[config.mk]
export PLATFORM = sky130hd
export DESIGN_NAME = regfile_wb_unit_flat
export DESIGN_NICKNAME = d
export VERILOG_FILES = /design/src/rtl/rv_wb_pkg.sv /design/src/rtl/regfile_wb_unit_if.sv /design/src/rtl/wb_fifo.sv /design/src/rtl/regfile_wb_unit.sv /design/src/flat_wrapper.sv
export SDC_FILE = /design/constraint.sdc
export NUM_CORES = 1
export LEC_CHECK = 0
export BUFFER_PORTS_ARGS = -buffer_cell sky130_fd_sc_hd__buf_4
export CAP_MARGIN = 20
export CORE_ASPECT_RATIO = 0.75
export CORE_UTILIZATION = 35
export CTS_BUF_LIST = sky130_fd_sc_hd__clkbuf_8
export DETAILED_ROUTE_END_ITERATION = 6
export HOLD_SLACK_MARGIN = 0.06
export PLACE_DENSITY = 0.65
export REMOVE_ABC_BUFFERS = 1
export SLEW_MARGIN = 5
export SYNTH_ARGS = -nofsm -noshare
export SYNTH_HDL_FRONTEND = slang
export SYNTH_SLANG_ARGS = --single-unit
[constraint.sdc]
create_clock -name clk -period 2.9 [get_ports clk]
set_clock_uncertainty 0.05 [all_clocks]
set_input_delay 0.58 -clock clk [delete_from_list [all_inputs] [get_ports clk]]
set_output_delay 0.58 -clock clk [all_outputs]
set_load 0.01 [all_outputs]
[src/rtl/rv_wb_pkg.sv]
// Shared widths and the writeback entry payload carried from the LSU
// through the response FIFO to the register-file write port.
package rv_wb_pkg;

    localparam int unsigned XLEN       = 32;
    localparam int unsigned REG_ADDR_W = 5;
    localparam int unsigned NUM_REGS   = 2 ** REG_ADDR_W;

    typedef struct packed {
        logic [REG_ADDR_W-1:0] rd;
        logic [XLEN-1:0]       data;
    } wb_entry_t;

endpackage

[src/rtl/regfile_wb_unit_if.sv]
// Bundle of the writeback unit's ALU/LSU/issue inputs, hazard queries and
// register-file write port; slave is the writeback unit, master its environment.
interface regfile_wb_unit_if
    import rv_wb_pkg::*;
#(
    parameter int unsigned FIFO_DEPTH = 4
);
    localparam int unsigned CNT_W = $clog2(FIFO_DEPTH) + 1;

    logic                  alu_valid;
    logic [REG_ADDR_W-1:0] alu_rd;
    logic [XLEN-1:0]       alu_data;
    logic                  lsu_valid;
    logic                  lsu_ready;
    logic [REG_ADDR_W-1:0] lsu_rd;
    logic [XLEN-1:0]       lsu_data;
    logic                  issue_valid;
    logic [REG_ADDR_W-1:0] issue_rd;
    logic [REG_ADDR_W-1:0] chk_rs1;
    logic [REG_ADDR_W-1:0] chk_rs2;
    logic                  rs1_busy;
    logic                  rs2_busy;
    logic                  rf_we;
    logic [REG_ADDR_W-1:0] rf_wa;
    logic [XLEN-1:0]       rf_wd;
    logic [CNT_W-1:0]      fifo_count;

    modport master (
        output alu_valid, alu_rd, alu_data,
        output lsu_valid, lsu_rd, lsu_data,
        output issue_valid, issue_rd, chk_rs1, chk_rs2,
        input  lsu_ready, rs1_busy, rs2_busy,
        input  rf_we, rf_wa, rf_wd, fifo_count
    );

    modport slave (
        input  alu_valid, alu_rd, alu_data,
        input  lsu_valid, lsu_rd, lsu_data,
        input  issue_valid, issue_rd, chk_rs1, chk_rs2,
        output lsu_ready, rs1_busy, rs2_busy,
        output rf_we, rf_wa, rf_wd, fifo_count
    );

endinterface

[src/rtl/wb_fifo.sv]
// Synchronous FIFO buffering LSU writeback entries until the write port is free.
module wb_fifo
    import rv_wb_pkg::*;
#(
    parameter int unsigned DEPTH = 4,
    localparam int unsigned PTR_W = $clog2(DEPTH),
    localparam int unsigned CNT_W = PTR_W + 1
) (
    input  logic             clk,
    input  logic             reset,
    input  logic             push,
    input  wb_entry_t        push_data,
    input  logic             pop,
    output wb_entry_t        pop_data,
    output logic             full,
    output logic             empty,
    output logic [CNT_W-1:0] count
);

    wb_entry_t        mem_q [DEPTH];
    wb_entry_t        mem_d [DEPTH];
    logic [PTR_W-1:0] wr_ptr_q, wr_ptr_d;
    logic [PTR_W-1:0] rd_ptr_q, rd_ptr_d;
    logic [CNT_W-1:0] count_q, count_d;
    logic             push_ok;
    logic             pop_ok;

    assign full     = (count_q == CNT_W'(DEPTH));
    assign empty    = (count_q == '0);
    assign count    = count_q;
    assign pop_data = mem_q[rd_ptr_q];
    assign push_ok  = push && !full;
    assign pop_ok   = pop && !empty;

    // Power-of-two depth lets the pointers wrap naturally.
    always_comb begin
        mem_d    = mem_q;
        wr_ptr_d = wr_ptr_q;
        rd_ptr_d = rd_ptr_q;
        count_d  = count_q;
        if (push_ok) begin
            mem_d[wr_ptr_q] = push_data;
            wr_ptr_d        = wr_ptr_q + PTR_W'(1);
        end
        if (pop_ok) begin
            rd_ptr_d = rd_ptr_q + PTR_W'(1);
        end
        case ({push_ok, pop_ok})
            2'b10:   count_d = count_q + CNT_W'(1);
            2'b01:   count_d = count_q - CNT_W'(1);
            default: count_d = count_q;
        endcase
    end

    always_ff @(posedge clk) begin
        if (reset) begin
            mem_q    <= '{default: '0};
            wr_ptr_q <= '0;
            rd_ptr_q <= '0;
            count_q  <= '0;
        end else begin
            mem_q    <= mem_d;
            wr_ptr_q <= wr_ptr_d;
            rd_ptr_q <= rd_ptr_d;
            count_q  <= count_d;
        end
    end

endmodule

[src/rtl/regfile_wb_unit.sv]
// Writeback stage: arbitrates ALU results against buffered LSU responses onto
// the register-file write port and tracks registers with outstanding loads.
module regfile_wb_unit
    import rv_wb_pkg::*;
#(
    parameter int unsigned FIFO_DEPTH = 4
) (
    input  logic               clk,
    input  logic               reset,
    regfile_wb_unit_if.slave   bus
);

    localparam int unsigned CNT_W = $clog2(FIFO_DEPTH) + 1;

    wb_entry_t             push_entry;
    wb_entry_t             head;
    logic                  fifo_full;
    logic                  fifo_empty;
    logic [CNT_W-1:0]      fifo_count;
    logic                  lsu_ready;
    logic                  push;
    logic                  pop;
    logic                  alu_req;

    logic                  rf_we_q, rf_we_d;
    logic [REG_ADDR_W-1:0] rf_wa_q, rf_wa_d;
    logic [XLEN-1:0]       rf_wd_q, rf_wd_d;
    logic                  rf_from_fifo_q, rf_from_fifo_d;
    logic [NUM_REGS-1:0]   pending_q, pending_d;

    assign lsu_ready     = !reset && !fifo_full;
    assign push          = bus.lsu_valid && lsu_ready;
    assign push_entry.rd   = bus.lsu_rd;
    assign push_entry.data = bus.lsu_data;
    assign alu_req       = bus.alu_valid && (bus.alu_rd != '0);
    assign pop           = !alu_req && !fifo_empty;

    wb_fifo #(
        .DEPTH (FIFO_DEPTH)
    ) u_fifo (
        .clk       (clk),
        .reset     (reset),
        .push      (push),
        .push_data (push_entry),
        .pop       (pop),
        .pop_data  (head),
        .full      (fifo_full),
        .empty     (fifo_empty),
        .count     (fifo_count)
    );

    // ALU has priority; an LSU entry to x0 still drains but never writes.
    always_comb begin
        rf_we_d        = 1'b0;
        rf_wa_d        = rf_wa_q;
        rf_wd_d        = rf_wd_q;
        rf_from_fifo_d = 1'b0;
        if (alu_req) begin
            rf_we_d = 1'b1;
            rf_wa_d = bus.alu_rd;
            rf_wd_d = bus.alu_data;
        end else if (pop) begin
            rf_we_d        = (head.rd != '0);
            rf_wa_d        = head.rd;
            rf_wd_d        = head.data;
            rf_from_fifo_d = 1'b1;
        end
    end

    // Clear on a committed LSU write; a same-edge issue to that rd re-arms it.
    always_comb begin
        pending_d = pending_q;
        if (rf_we_q && rf_from_fifo_q) begin
            pending_d[rf_wa_q] = 1'b0;
        end
        if (bus.issue_valid && (bus.issue_rd != '0)) begin
            pending_d[bus.issue_rd] = 1'b1;
        end
        pending_d[0] = 1'b0;
    end

    always_ff @(posedge clk) begin
        if (reset) begin
            rf_we_q        <= 1'b0;
            rf_wa_q        <= '0;
            rf_wd_q        <= '0;
            rf_from_fifo_q <= 1'b0;
            pending_q      <= '0;
        end else begin
            rf_we_q        <= rf_we_d;
            rf_wa_q        <= rf_wa_d;
            rf_wd_q        <= rf_wd_d;
            rf_from_fifo_q <= rf_from_fifo_d;
            pending_q      <= pending_d;
        end
    end

    assign bus.lsu_ready  = lsu_ready;
    assign bus.rs1_busy   = (bus.chk_rs1 != '0) && pending_q[bus.chk_rs1];
    assign bus.rs2_busy   = (bus.chk_rs2 != '0) && pending_q[bus.chk_rs2];
    assign bus.rf_we      = rf_we_q;
    assign bus.rf_wa      = rf_wa_q;
    assign bus.rf_wd      = rf_wd_q;
    assign bus.fifo_count = fifo_count;

endmodule
[src/flat_wrapper.sv]
// flat-port wrapper written by rule: the top's interface ports become plain ports
module regfile_wb_unit_flat import rv_wb_pkg::*;
#(
    parameter int unsigned FIFO_DEPTH = 4
)
  (clk, reset, bus_alu_valid, bus_alu_rd, bus_alu_data, bus_lsu_valid, bus_lsu_rd, bus_lsu_data, bus_issue_valid, bus_issue_rd, bus_chk_rs1, bus_chk_rs2, bus_lsu_ready, bus_rs1_busy, bus_rs2_busy, bus_rf_we, bus_rf_wa, bus_rf_wd, bus_fifo_count);
  regfile_wb_unit_if #(.FIFO_DEPTH(FIFO_DEPTH)) bus_i ();
  input  logic clk;
  input  logic reset;
  input wire logic [$bits(bus_i.alu_valid)-1:0] bus_alu_valid;
  input wire logic [$bits(bus_i.alu_rd)-1:0] bus_alu_rd;
  input wire logic [$bits(bus_i.alu_data)-1:0] bus_alu_data;
  input wire logic [$bits(bus_i.lsu_valid)-1:0] bus_lsu_valid;
  input wire logic [$bits(bus_i.lsu_rd)-1:0] bus_lsu_rd;
  input wire logic [$bits(bus_i.lsu_data)-1:0] bus_lsu_data;
  input wire logic [$bits(bus_i.issue_valid)-1:0] bus_issue_valid;
  input wire logic [$bits(bus_i.issue_rd)-1:0] bus_issue_rd;
  input wire logic [$bits(bus_i.chk_rs1)-1:0] bus_chk_rs1;
  input wire logic [$bits(bus_i.chk_rs2)-1:0] bus_chk_rs2;
  output wire logic [$bits(bus_i.lsu_ready)-1:0] bus_lsu_ready;
  output wire logic [$bits(bus_i.rs1_busy)-1:0] bus_rs1_busy;
  output wire logic [$bits(bus_i.rs2_busy)-1:0] bus_rs2_busy;
  output wire logic [$bits(bus_i.rf_we)-1:0] bus_rf_we;
  output wire logic [$bits(bus_i.rf_wa)-1:0] bus_rf_wa;
  output wire logic [$bits(bus_i.rf_wd)-1:0] bus_rf_wd;
  output wire logic [$bits(bus_i.fifo_count)-1:0] bus_fifo_count;
  assign bus_i.alu_valid = bus_alu_valid;
  assign bus_i.alu_rd = bus_alu_rd;
  assign bus_i.alu_data = bus_alu_data;
  assign bus_i.lsu_valid = bus_lsu_valid;
  assign bus_i.lsu_rd = bus_lsu_rd;
  assign bus_i.lsu_data = bus_lsu_data;
  assign bus_i.issue_valid = bus_issue_valid;
  assign bus_i.issue_rd = bus_issue_rd;
  assign bus_i.chk_rs1 = bus_chk_rs1;
  assign bus_i.chk_rs2 = bus_chk_rs2;
  assign bus_lsu_ready = bus_i.lsu_ready;
  assign bus_rs1_busy = bus_i.rs1_busy;
  assign bus_rs2_busy = bus_i.rs2_busy;
  assign bus_rf_we = bus_i.rf_we;
  assign bus_rf_wa = bus_i.rf_wa;
  assign bus_rf_wd = bus_i.rf_wd;
  assign bus_fifo_count = bus_i.fifo_count;
  regfile_wb_unit #(.FIFO_DEPTH(FIFO_DEPTH)) u_core (.clk(clk), .reset(reset), .bus(bus_i));
endmodule
* Word-level counts from Yosys, hierarchy flattened
Cells that the tools add are included.
** Operators by class
- Bitwise gates (word level) :: 5
- Reductions and logical operators :: 26
- Order comparisons :: 9
- Mux-type cells :: 24
- Equal/unequal tests :: 3
- $add $sub $neg :: 4
** Operator list (count)
- 148-bit bitwise mux :: 1
- 32-bit two-way mux :: 4
- 37-bit two-way mux :: 3
- 37-bit binary-select mux with 2-bit select :: 1
- 37-bit demux with 2-bit select :: 1
- 32-bit AND :: 1
- 32-bit NOT :: 1
- 32-bit OR :: 1
- 5-bit nonzero test :: 5
- 5-bit by 6-bit less-than comparator with 1-bit output (second input constant) :: 4
- 1-bit logical AND :: 13
- 1-bit binary-select mux with 5-bit select :: 2
- 1-bit demux with 5-bit select :: 2
- 5-bit by 1-bit >= comparator with 1-bit output (second input constant) :: 2
- 5-bit two-way mux :: 2
- 1-bit two-way mux :: 7
- 3-bit >= comparator (second input constant) :: 2
- 2-bit NOT with 3-bit output :: 2
- 3-bit one-hot mux with 2 select lines :: 1
- 2-bit by 1-bit adder with 2-bit output (second input constant) :: 2
- 1-bit logical NOT :: 4
- 2-bit nonzero test :: 2
- 3-bit by 1-bit adder with 3-bit output (second input constant) :: 1
- 3-bit == test (second input constant) :: 1
- 6 further kinds :: 6
** Word-level totals
- Input port bits :: 94
- Output and inout port bits :: 44
- Bits in registers :: 226
- Logic and storage cells :: 88

* Longest topological paths before layout
Gate-level depths: netlist of the first run.
- Depth after elaboration :: 9
- Gate-level depth with buffers :: 10
- Depth with buffers taken out :: 9

* Hierarchy
Synthesis of the first run repeated with hierarchy kept, for this count alone.
** Second synthesis, totals
- Cells, all modules :: 1005
- Area, all modules :: 10914.2 sq um
** Modules (own cells, without submodules)
- wb_fifo :: area each 7188.1 sq um, cells each 618, times used 1, sequential area each 3103.0 sq um
- regfile_wb_unit :: area each 3726.1 sq um, cells each 387, times used 1, sequential area each 1401.3 sq um

* Worst setup path before layout of the first run
No wires, ideal clock.
- Kind :: input to register
- Start point :: input bus_alu_rd[1]
- End point :: register u_core.u_fifo.count_q[2], in the netlist u_core.u_fifo.count[2]
- Cell stages on the path :: 10
- Path buffers :: 1
- Setup time :: 0.070 ns
- Arrival time :: 2.743 ns
- Setup slack :: 0.037 ns
- Required time :: 2.780 ns
- Cell sequence :: or4_1 > o21a_1 > buf_6 > nor2_1 > ha_1 > inv_1 > fa_1 > xor2_1 > or3_1 > a21oi_1
** Between the ends
- Cells in the longest elaborated chain, start to end :: 7
- Elaborated cells on any way between the ends :: 9
- Classes of those cells :: eq/ne (2); mux (1); reduce/logical (6)
** Ends and longest elaborated chain
- start: declaration :: RTL line flat_wrapper.sv:11 : input wire logic [$bits(bus_i.alu_rd)-1:0] bus_alu_rd;
- 5-bit nonzero test (*) :: RTL line regfile_wb_unit.sv:35 : assign alu_req = bus.alu_valid && (bus.alu_rd != '0);
- 1-bit logical AND (*) :: RTL line regfile_wb_unit.sv:35
- 1-bit logical NOT (*) :: RTL line regfile_wb_unit.sv:36 : assign pop = !alu_req && !fifo_empty;
- 1-bit logical AND (*) :: RTL line regfile_wb_unit.sv:36
- via u_core.pop :: RTL line regfile_wb_unit.sv:22 : logic pop;
- 1-bit logical AND (*) :: RTL line wb_fifo.sv:33 : assign pop_ok = pop && !empty;
- 2-bit by 1-bit == test with 1-bit output or 2-bit == test (tied branches) :: RTL line wb_fifo.sv:48 : case ({push_ok, pop_ok})
- 3-bit one-hot mux with 2 select lines or 2-bit nonzero test (tied branches)
- end signal: assignment :: RTL line wb_fifo.sv:65 : count_q <= count_d;
- end: declaration :: RTL line wb_fifo.sv:24 : logic [CNT_W-1:0] count_q, count_d;
Mark *: on every way through the listed nets, which the timed path passes. The rest lies on a longest branch.
A chain may end at the register's enable or synchronous reset.

* Worst setup path after layout of the first run
- Start point :: register u_core.pending_q[7]
- End point :: output bus_rs2_busy
** Between the ends
- Cells in the longest elaborated chain, start to end :: 3
** Ends and longest elaborated chain
- start: declaration :: RTL line regfile_wb_unit.sv:29 : logic [NUM_REGS-1:0] pending_q, pending_d;
- start signal: assignment :: RTL line regfile_wb_unit.sv:94 : pending_q <= pending_d;
- 1-bit binary-select mux with 5-bit select :: RTL line regfile_wb_unit.sv:100 : assign bus.rs2_busy = (bus.chk_rs2 != '0) && pending_q[bus.chk_rs2];
- 1-bit two-way mux (implied by the code) :: RTL line regfile_wb_unit.sv:100
- 1-bit logical AND :: RTL line regfile_wb_unit.sv:100
- end: declaration :: RTL line flat_wrapper.sv:22 : output wire logic [$bits(bus_i.rs2_busy)-1:0] bus_rs2_busy;
No other way between the ends. The select of a mux whose other input is x is not followed.

==> impl_results.md, run 1 <==
- Status: finished clean
- Maximum number of pins on one net before global-route repair: between 150 and 200
- Area contributors post-synth: dfxtp_1, nand2_1, mux4_2
- Placed wire-length estimate: ~19000 um
- Worst slew slack as a fraction of its limit: between 30% and 40%
- Number of distinct library cell variants in the gate-level netlist after synthesis: between 40 and 50
- Category of the critical setup timing path: register to primary output
- Standby leakage power: between 4 and 5 nW
- Cell type with the largest total area after synthesis: dfxtp_1
- Routed length per instance: around 18 um
- Gpl congestion: between 0.9 and 1
- Core Region: 0.0274 mm2
- Insertion delay of the later-clocked pin in the worst-skew pair: 0.55 ns
- Ant diodes: 0
- Overflow left after global routing: 0
- Most frequently used cell type in the post-synthesis netlist: nand2_1
- Max-cap check violation count: 0
- Clock slew at the register clock pins of the worst setup and hold paths: roughly 0.060 ns
- Vias per inst: roughly 5.3
- Number of synthesized flops with an enable pin: 0
- Worst Max-Slew Pin Slew: roughly 0.93 ns
- CTS tree: yes
- Max Slew Vio Count: 0
- Starting DRC count in detailed routing: between 800 and 900
- Warnings, synthesis: 0
- DRC violation count after routing: 0
- Area of the mapped netlist: about 0.01 mm2
- Number of buffers inserted during clock tree synthesis: 38
- Starting Density: 36.2%
- Portion of synthesized cell area occupied by the leading cell type: 45.5%
- Worst min-delay path category: primary input to register
- Share of async-settable or async-resettable flops after synthesis: 0%
- Total vias in the final route: 8822
- Fin crit period: 2.75 ns
- Crit path max-delay cell type: mux4_2
- Total of buffers placed on input and output ports: between 100 and 150
- Antenna violations before repair: 1
- Crit path capture type: primary output
- Data arrival, critical path: around 2.1 ns
- Timing-limited maximum frequency: 364 MHz
- Type of origin of the critical path: register
- Setup repair after global routing missed its margin: false
- Maximum clock path buffer count: 3
- Final ANT Viol Nets: 0
- Cell-by-cell trace of the critical path: mux4_2 -> nor3b_1 -> a2111oi_0 -> a211o_1 -> buf_4
- H-tree depth: 2
- Number of global-route vias before repair: 8452
- Fraction of layout instances using a drive strength above 1: a little over a fifth
- Biggest cell delay along the critical path: between 0.4 and 0.5 ns
- Clock tree sinks: about 230
- Synth Area per Inst: about 8.5 um2
- Largest driver fanout on the critical path: 3
- Power Density: 660 mW/mm2
- Horizontal extent of the die: between 150 and 200 um
- Number of hold-slack violations in the final timing report: 0
- 1st-pass router iterations: 5
- Root buf cell: clkbuf_8
- Worst hold slack after final layout: approximately 0.25 ns
- Share of the cycle needed by the critical path after routing: 94.7%
- Number of hold-repair buffers added at the cts stage: 0
- DRT Wirelength: about 30000 um
- Setup bufs post-CTS: 0
- Leading register cell type out of synthesis: dfxtp_1
- Final Core Density: 44.0%
- Count of endpoints failing setup in the final report: 0
- Die Height: 148 um
- Post-cts gate resize count: 0
- Total routing resource utilization after global routing: about a fifth
- Highest ir drop seen on vdd: roughly 430 uV
- Part of the Yosys area used for sequential elements: ~45%
- Flip-flop and latch count after synthesis: between 200 and 250
- Nets: between 1000 and 1500
- Global-route wire length before repair: between 40000 and 50000 um
- Gate count of the mapped netlist: 1159
- Count of pins on the block boundary: around 140
- Required time worst endpoint: approximately 2.3 ns
- Die footprint: between 0.02 and 0.03 mm2
- Layout Area Growth over Synthesis: 21.6%
- Std-Cell Rows: 52
- Commonest cells in the synthesized netlist: nand2_1, dfxtp_1, a21oi_1
-- kinds of logic (layout without fill, tap and decap cells) --
family	count (synthesis)	after routing	share of synthesized area, %
simple gates	474	474	20.7
compound gates	302	302	16.6
flops	225	225	45.5
buf+inv	93	234	4.02
mux	56	56	12.1
fa+ha+maj	6	6	0.833
xor+xnor	3	3	0.265
-- power by group --
group	switching [mW]	internal [mW]
Clock	1.32	1.41
Combinational	1.05	0.682
Sequential	0.209	3.28
Total	2.59	5.37
-- layout make-up --
cell class	instances	area [um2]
clock buffer	45	619
tap	378	473
timing repair buffer	161	1300
fill	2699	15300
multi-input combinational	841	5020
clock inverter	21	97.6
inverter	7	26.3
sequential	225	4510
-- cells in the final DEF (no fill, tap or decap), types with 3 or more instances in the layout --
cell type / instances
a211oi_1: 35
a21oi_1: 219
and3_1: 3
and3b_1: 3
buf_12: 7
buf_4: 153
clkbuf_8: 45
dfxtp_1: 223
ha_1: 5
inv_1: 23
mux2_2: 3
mux4_2: 51
nand2_1: 371
nand3_1: 3
nand3b_1: 3
nand4b_1: 4
nand4b_2: 4
nor2_1: 52
nor3b_1: 8
nor4b_4: 4
o21ai_0: 34
or3_1: 5
or3b_2: 3
-- stage by stage --
stage / instances / instance area (um2) / total power, mW / worst slack (ns) / TNS, ns
6_report: 1678 / 12100 / 7.96 / 0.154 / 0
3_5_place_dp: 1612 / 11300 / 5.29 / -0.0631 / -0.0631
5_1_grt: 1678 / 12100 / 8.34 / 0.0785 / 0
3_3_place_gp: 1612 / 11300 / 5.26 / -0.0304 / -0.0304
4_1_cts: 1678 / 12100 / 8.03 / 0.147 / 0
2_1_floorplan: 1073 / 9540 / 4.42 / -0.950 / -10.75
-- sequential cells by signal (all words and copies together) (netlist names) --
register                count
u_core.u_fifo.mem_q       148
u_core.rf_from_fifo_q       1
u_core.u_fifo.rd_ptr_q      2
u_core.u_fifo.count         3
u_core.bus.rf_wa            5
u_core.bus.rf_wd           32
u_core.u_fifo.wr_ptr_q      2
u_core.pending_q           31
u_core.bus.rf_we            1
-- routing by layer --
| metal | up-vias | part of all wire, % | track usage (%) | routed length (um) |
|---|---|---|---|---|
| li1 | 4250 | - | - | - |
| met4 | 2 | 1.5 | 5.51 | 444 |
| met3 | 32 | 8.9 | 5.36 | 2670 |
| met1 | 4190 | 47 | 30.6 | 14000 |
| met5 | - | 0.043 | 0 | 13 |
| met2 | 348 | 43 | 30.0 | 12900 |
-- path summary, 6_finish.rpt --
path,from,endpoint,slack (ns),cells after the start
worst max-delay path,u_core.pending_q[7],bus_rs2_busy,0.15,5
worst min-delay path,bus_lsu_data[21],u_core.u_fifo.mem_q[58],0.25,3
worst max register to register,u_core.u_fifo.count[2],u_core.u_fifo.count[2],0.65,8
worst min register to register,u_core.u_fifo.mem_q[15],u_core.u_fifo.mem_q[15],0.40,2
-- critical path: cells and delay by family, from the launching register on --
| family | cells | cell delay [ns] |
|---|---|---|
| flip-flops | 1 | 0.34 |
| AO/OA/AOI/OAI | 2 | 0.43 |
| multiplexers | 1 | 0.47 |
| AND/OR/NAND/NOR | 1 | 0.19 |
| buffers and inverters | 1 | 0.15 |
No activity file was read; power rests on OpenSTA's default activity.
==> run 2: changes to the inputs <==
CORE_MARGIN = 2   (was not set)
RECOVER_POWER = 100   (was not set)
==> run 2 against run 1 <==
Effect of this change:
- the run now ends with capacitance limit, slew limit left
- highest routed layer is now met4
- largest power group unchanged
- non-clock buffer count unchanged
- register-to-register slack lost 0.40 ns
- wire length fell by 1.6%
==> impl_results.md, run 2 (synthesized netlist as in run 1, its figures left out) <==
- Status: finished with violations
- Total vias in the final route: 8799 (-0.26%)
- Hold path startpoint: bus_lsu_data[12]
- Switching share of power: 31.7% (-0.79 points)
- Die Height: 150 um (+1.4%)
- Category of the critical setup timing path: register to primary output
- Number of placed instances, taps included: 1619 (+0.43%)
- Maximum number of pins on one net before global-route repair: 168 (-11%)
- Setup repair after global routing missed its margin: false
- Fraction of layout instances using a drive strength above 1: 18.0% (-3.8 points)
- Placed wire-length estimate: 18600 um (+0.17%)
- GR Layer Usage met2: 30.8% (+0.88 points)
- Std-Cell Rows: 53 (+1.9%)
- Min-Delay Path Depth: 3 (unchanged)
- Register cell area after layout: 0.00451 mm2 (unchanged)
- Total of fill cells in the finished design: 2795 (+3.6%)
- Clock tree sinks: 225 (unchanged)
- Number of global-route vias before repair: 8296 (-1.8%)
- End of the worst register-to-register path: u_core.u_fifo.mem_q[10]
- GRT Max-Usage Layer: met2
- Timing-limited maximum frequency: 368 MHz (+0.94%)
- Core Region: 0.0279 mm2 (+1.9%)
- Max reg flops: 148 (unchanged)
- Commonest cells after routing, fill and taps aside: nand2_1, dfxtp_1, a21oi_1
- Routed length per instance: 17.5 um (-2.2%)
- Setup slack of the worst register-to-register path: 0.25 ns (-0.40 ns)
- Standby leakage power: 4.08 nW (-4.1%)
- Vias per inst: 5.22 (-0.79%)
- Met3 track demand over resource in global routing: 3.58% (-1.8 points)
- Share of total power in sequential cells: 44.2% (+0.4 points)
- Ant diodes: 0 (unchanged)
- Data arrival, critical path: 2.09 ns (-0.03 ns)
- Root buf cell: clkbuf_8
- Register containing the most flip-flops in the final layout: u_core.u_fifo.mem_q
- Leading cell type in the layout, fill and taps excluded: nand2_1
- Final ANT Viol Nets: 0 (unchanged)
- Count of pins on the block boundary: 138 (unchanged)
- End point of the critical path: bus_rs2_busy
- Post-cts gate resize count: 0 (unchanged)
- Type of origin of the critical path: register
- H-tree depth: 2 (unchanged)
- Layout Area Growth over Synthesis: 19.8%
- Worst Reg-to-Reg Cells: 6 (-2)
- Max-cap check violation count: 1 (+1)
- Met1 track demand over resource in global routing: 28.3% (-2.3 points)
- Count of endpoints failing setup in the final report: 0 (unchanged)
- Power Density: 672 mW/mm2 (+1.7%)
- Internal power summed over all cells: 5.44 mW (+1.4%)
- Crit path capture type: primary output
- Global-route wire length before repair: 46000 um (-2.9%)
- Fin crit period: 2.72 ns (-0.0254 ns)
- Worst Max-Slew Pin Slew: 1.64 ns (+0.711 ns)
- Die footprint: 0.0297 mm2 (+2.4%)
- Horizontal extent of the die: 198 um (+1.0%)
- CTS tree: yes
- Worst min-delay path category: primary input to register
- Number of buffers inserted during clock tree synthesis: 39 (+2.6%)
- Beginning of the critical path: u_core.pending_q[7]
- DRT Wirelength: 29500 um (-1.6%)
- Area occupied by multi-input gates: 0.00497 mm2 (-1.0%)
- Clock slew at the register clock pins of the worst setup and hold paths: 0.06 ns (about the same)
- Max Slew Vio Count: 39 (+39)
- Overflow left after global routing: 0 (unchanged)
- Setup bufs post-CTS: 0 (unchanged)
- Number of hold-repair buffers added at the cts stage: 0 (unchanged)
- DRC violation count after routing: 0 (unchanged)
- Proportion of power drawn by combinational gates: 20.1% (-1.7 points)
- Maximum clock path buffer count: 3 (unchanged)
- Required time worst endpoint: 2.27 ns (about the same)
- Starting DRC count in detailed routing: 639 (-23%)
- 1st-pass router iterations: 5 (unchanged)
- Total routing resource utilization after global routing: 19.8% (-1.1 points)
- Share of the cycle needed by the critical path after routing: 93.8% (-0.88 points)
- Switching Power: 2.53 mW (-2.2%)
- Final cell count without fillers: 1687 (+0.54%)
- Final Core Density: 42.5% (-1.5 points)
- Insertion delay of the later-clocked pin in the worst-skew pair: 0.53 ns (-0.02 ns)
- Beginning of the worst register-to-register path: u_core.u_fifo.count[0]
- Violations in the final reports: capacitance limit, slew limit
- Antenna violations before repair: 0 (-1)
- Starting Density: 35.5% (-0.68 points)
- Fraction of power consumed by the clock network: 35.7% (+1.3 points)
- Nets: 1375 (+0.073%)
- Final TNS setup: 0 ns (unchanged)
- Highest ir drop seen on vdd: 302 uV (-30%)
- Number of hold-slack violations in the final timing report: 0 (unchanged)
- Largest driver fanout on the critical path: 3 (unchanged)
- Worst slew slack as a fraction of its limit: -9.44% (-47 points)
- Gpl congestion: 0.885 (-2.0%)
- Total of buffers placed on input and output ports: 137 (unchanged)
run 2: cell type report:
cell class	count	share of cell area [%]
clock buffer	47	5.45
clock inverter	21	0.970
inverter	7	0.221
multi-input combinational	841	41.9
sequential	225	38.0
tap	385	4.06
timing repair buffer	161	9.42
run 2: worst min-delay path by stage:
stage	to	slack (ns)
3_3_place_gp	u_core.u_fifo.mem_q[92]	0.39
6_report	u_core.u_fifo.mem_q[49]	0.26
5_1_grt	u_core.u_fifo.mem_q[121]	0.24
4_1_cts	u_core.u_fifo.mem_q[71]	0.23
3_5_place_dp	u_core.u_fifo.mem_q[46]	0.39
2_1_floorplan	u_core.u_fifo.mem_q[110]	0.38
run 2: through the flow:
stage               power (mW)  hold slack [ns]  cell area, um2  worst slack [ns]
floorplan                 4.42            0.377            9540            -0.950
global placement          5.27            0.389           11400           -0.0441
detailed placement        5.30            0.393           11400           -0.0572
CTS                       8.17            0.234           12100             0.146
global route              8.37            0.239           11900            0.0441
finish                    7.97            0.264           11900             0.179
run 2: worst max-delay path: stages, from the launching register on:
cell	delay [ns]
dfxtp_1	0.35
mux4_2	0.47
nor3b_1	0.18
a2111oi_0	0.10
a211o_1	0.33
clkbuf_1	0.14
run 2: power groups by stage:
stage               logic (mW)  clock network [mW]  registers, mW
floorplan                0.842                   0           3.58
global placement          1.67                   0           3.59
detailed placement        1.70                   0           3.60
CTS                       1.70                2.93           3.53
global route              1.74                3.07           3.56
finish                    1.60                2.85           3.52
run 2: routing by layer:
metal	wire, um	share of wire [%]
met1	13900	47
met2	13100	44
met3	1940	6.6
met4	533	1.8
met5	0	0
==> run 3: changes to the inputs <==
CORE_UTILIZATION = 54   (was 35)
PLACE_DENSITY = 0.89   (was 0.65)
==> run 3 against run 2 <==
Effect of this change:
- critical path type unchanged
- the flow now finishes without violations
- global-route usage up 8.3 points
- sequential power down 2%
- critical path depth stayed put
==> impl_results.md, run 3 (synthesized netlist as in run 1, its figures left out) <==
- Category of the critical setup timing path: register to primary output
- Ant diodes: 0 (unchanged)
- Overflow left after global routing: 0 (unchanged)
- 1st-pass router iterations: 5 (unchanged)
- Number of placed instances, taps included: 1481 (-8.5%)
- Internal power summed over all cells: 5.13 mW (-5.8%)
- Max reg flops: 148 (unchanged)
- Proportion of power drawn by combinational gates: 22.2% (+2.1 points)
- Die Height: 121 um (-19%)
- GRT Max-Usage Layer: met2
- Area occupied by multi-input gates: 0.00498 mm2 (+0.13%)
- Standby leakage power: 3.99 nW (-2.2%)
- Worst slew slack as a fraction of its limit: 4.98% (+14 points)
- Setup slack of the worst register-to-register path: 0.36 ns (+0.11 ns)
- Placed wire-length estimate: 17500 um (-5.6%)
- End of the worst register-to-register path: u_core.u_fifo.mem_q[56]
- Number of hold-repair buffers added at the cts stage: 0 (unchanged)
- Commonest cells after routing, fill and taps aside: nand2_1, dfxtp_1, a21oi_1
- Global-route wire length before repair: 43800 um (-4.7%)
- Final Core Density: 64.6% (+22 points)
- Leading cell type in the layout, fill and taps excluded: nand2_1
- Min-Delay Path Depth: 3 (unchanged)
- Horizontal extent of the die: 160 um (-19%)
- Register cell area after layout: 0.00451 mm2 (about the same)
- Final ANT Viol Nets: 0 (unchanged)
- Largest driver fanout on the critical path: 3 (unchanged)
- Required time worst endpoint: 2.27 ns (about the same)
- Routed length per instance: 17.9 um (+2.5%)
- Maximum clock path buffer count: 3 (unchanged)
- Cell family with most CP delay: multiplexers
- Antenna violations before repair: 0 (unchanged)
- Total of buffers placed on input and output ports: 137 (unchanged)
- Crit path capture type: primary output
- Die footprint: 0.0195 mm2 (-34%)
- Insertion delay of the later-clocked pin in the worst-skew pair: 0.53 ns (about the same)
- Worst min-delay path category: primary input to register
- Biggest cell delay along the critical path: 0.47 ns (about the same)
- Cell-by-cell trace of the critical path: mux4_2 -> nor3b_1 -> a2111oi_0 -> a211o_1 -> clkbuf_1
- Nets: 1375 (unchanged)
- Clock tree sinks: 225 (unchanged)
- DRT Wirelength: 27600 um (-6.5%)
- DP Area: 0.0111 mm2 (-2.0%)
- Root buf cell: clkbuf_8
- Post-cts gate resize count: 0 (unchanged)
- Timing-limited maximum frequency: 371 MHz (+1.0%)
- Setup repair after global routing missed its margin: false
- Share of the cycle needed by the critical path after routing: 92.8% (-0.97 points)
- Final cell count without fillers: 1539 (-8.8%)
- Status: finished clean
- Total of fill cells in the finished design: 1439 (-49%)
- DRC violation count after routing: 0 (unchanged)
- Vias per inst: 5.92 (+13%)
- Met3 track demand over resource in global routing: 6.53% (+2.9 points)
- Max-cap check violation count: 0 (-1)
- Switching Power: 2.44 mW (-3.4%)
- Data arrival, critical path: 2.06 ns (-0.03 ns)
- Worst hold slack after final layout: 0.270 ns (+0.00605 ns)
- Register containing the most flip-flops in the final layout: u_core.u_fifo.mem_q
- Final instance area: 0.0115 mm2 (-3.0%)
- Power Density: 658 mW/mm2 (-2.1%)
- Core Region: 0.0178 mm2 (-36%)
- Setup bufs post-CTS: 0 (unchanged)
- Clock slew at the register clock pins of the worst setup and hold paths: 0.06 ns (about the same)
- Starting DRC count in detailed routing: 933 (+46%)
- Share of total power in sequential cells: 45.5% (+1.3 points)
- Type of origin of the critical path: register
- Beginning of the worst register-to-register path: u_core.u_fifo.count[2]
- Gpl congestion: 0.871 (-1.6%)
- Maximum number of pins on one net before global-route repair: 83 (-51%)
- Total routing resource utilization after global routing: 28.1% (+8.3 points)
- Number of global-route vias before repair: 8723 (+5.1%)
- Max Slew Vio Count: 0 (-100%)
- Starting Density: 55.6% (+20 points)
- Fin crit period: 2.69 ns (-0.0282 ns)
- Layout Area Growth over Synthesis: 16.2%
- Fraction of power consumed by the clock network: 32.3% (-3.4 points)
- Std-Cell Rows: 42 (-21%)
- GR Layer Usage met2: 44.1% (+13 points)
- Switching share of power: 32.3% (+0.54 points)
- Hold path endpoint: u_core.u_fifo.mem_q[137]
- CTS tree: yes
- H-tree depth: 2 (unchanged)
- Number of buffers inserted during clock tree synthesis: 34 (-13%)
- Crit path max-delay cell type: mux4_2
- Count of pins on the block boundary: 138 (unchanged)
- Met1 track demand over resource in global routing: 38.1% (+9.8 points)
- Hold path startpoint: bus_lsu_data[26]
- Highest ir drop seen on vdd: 455 uV (+50%)
- Worst Max-Slew Pin Slew: 1.43 ns (-0.216 ns)
- Number of hold-slack violations in the final timing report: 0 (unchanged)
- Number of buffer and inverter stages on the critical path: 1 (unchanged)
- Total vias in the final route: 9105 (+3.5%)
- Fraction of layout instances using a drive strength above 1: 17.7% (-0.32 points)
- Worst Reg-to-Reg Cells: 5 (-1)
- Count of endpoints failing setup in the final report: 0 (unchanged)
## run 3: changes by cell type in the layout (fill, tap and decap cells not counted), moves of 2 or more
| cell | before | now |
|---|---|---|
| buf_12 | 7 | 2 |
| buf_4 | 102 | 107 |
| clkbuf_1 | 45 | 47 |
| clkbuf_2 | 5 | 7 |
| clkbuf_4 | 1 | 3 |
| clkbuf_8 | 47 | 39 |
| inv_1 | 24 | 21 |
| nor4b_4 | 1 | 3 |
## run 3: metrics by stage
step / setup TNS [ns] / total power, mW / setup slack [ns]
floorplan: -10.75 / 4.42 / -0.950
global placement: -0.0288 / 5.19 / -0.0288
detailed placement: -0.0748 / 5.24 / -0.0748
CTS: 0 / 7.66 / 0.166
global route: 0 / 7.90 / 0.136
finish: 0 / 7.57 / 0.207
## run 3: layout make-up
type                            count  area share, %
Sequential cell                   225           39.1
Inverter                            7          0.228
Multi-Input combinational cell    841           43.2
Timing Repair Buffer              166           9.35
Clock inverter                     19          0.750
Clock buffer                       39           4.66
Tap cell                          242           2.63
## run 3: how the worst max path moves through the flow
stage / cells after the start / endpoint / start / slack, ns
after floorplan: 8 / u_core.u_fifo.count[2] / u_core.u_fifo.count[0] / -0.95
after global placement: 10 / u_core.u_fifo.count[2] / bus_alu_rd[1] / -0.03
after detailed placement: 10 / u_core.u_fifo.count[2] / bus_alu_rd[1] / -0.07
after CTS: 5 / bus_rs2_busy / u_core.pending_q[7] / 0.17
after global routing: 5 / bus_rs2_busy / u_core.pending_q[7] / 0.14
final: 5 / bus_rs2_busy / u_core.pending_q[7] / 0.21
## run 3: layer usage
metal / wire length (um) / up-vias
li1: - / 4236
met1: 11400 / 4349
met2: 12600 / 468
met3: 2980 / 52
met4: 568 / 0
met5: 0 / -
## run 3: power by group through the flow
stage                     Clock (mW)  Combinational, mW  Sequential, mW
after floorplan                    0              0.842            3.58
after global placement             0               1.69            3.50
after detailed placement           0               1.73            3.51
after CTS                       2.47               1.75            3.45
after global routing            2.62               1.82            3.47
final                           2.45               1.68            3.45
## run 3: tightest hold or removal path, delay by kind of cell
family                 cells  cell delay (ns)
AOI/OAI and AO/OA          1             0.05
buffers and inverters      1             0.12
and+or+nand+nor            1             0.05
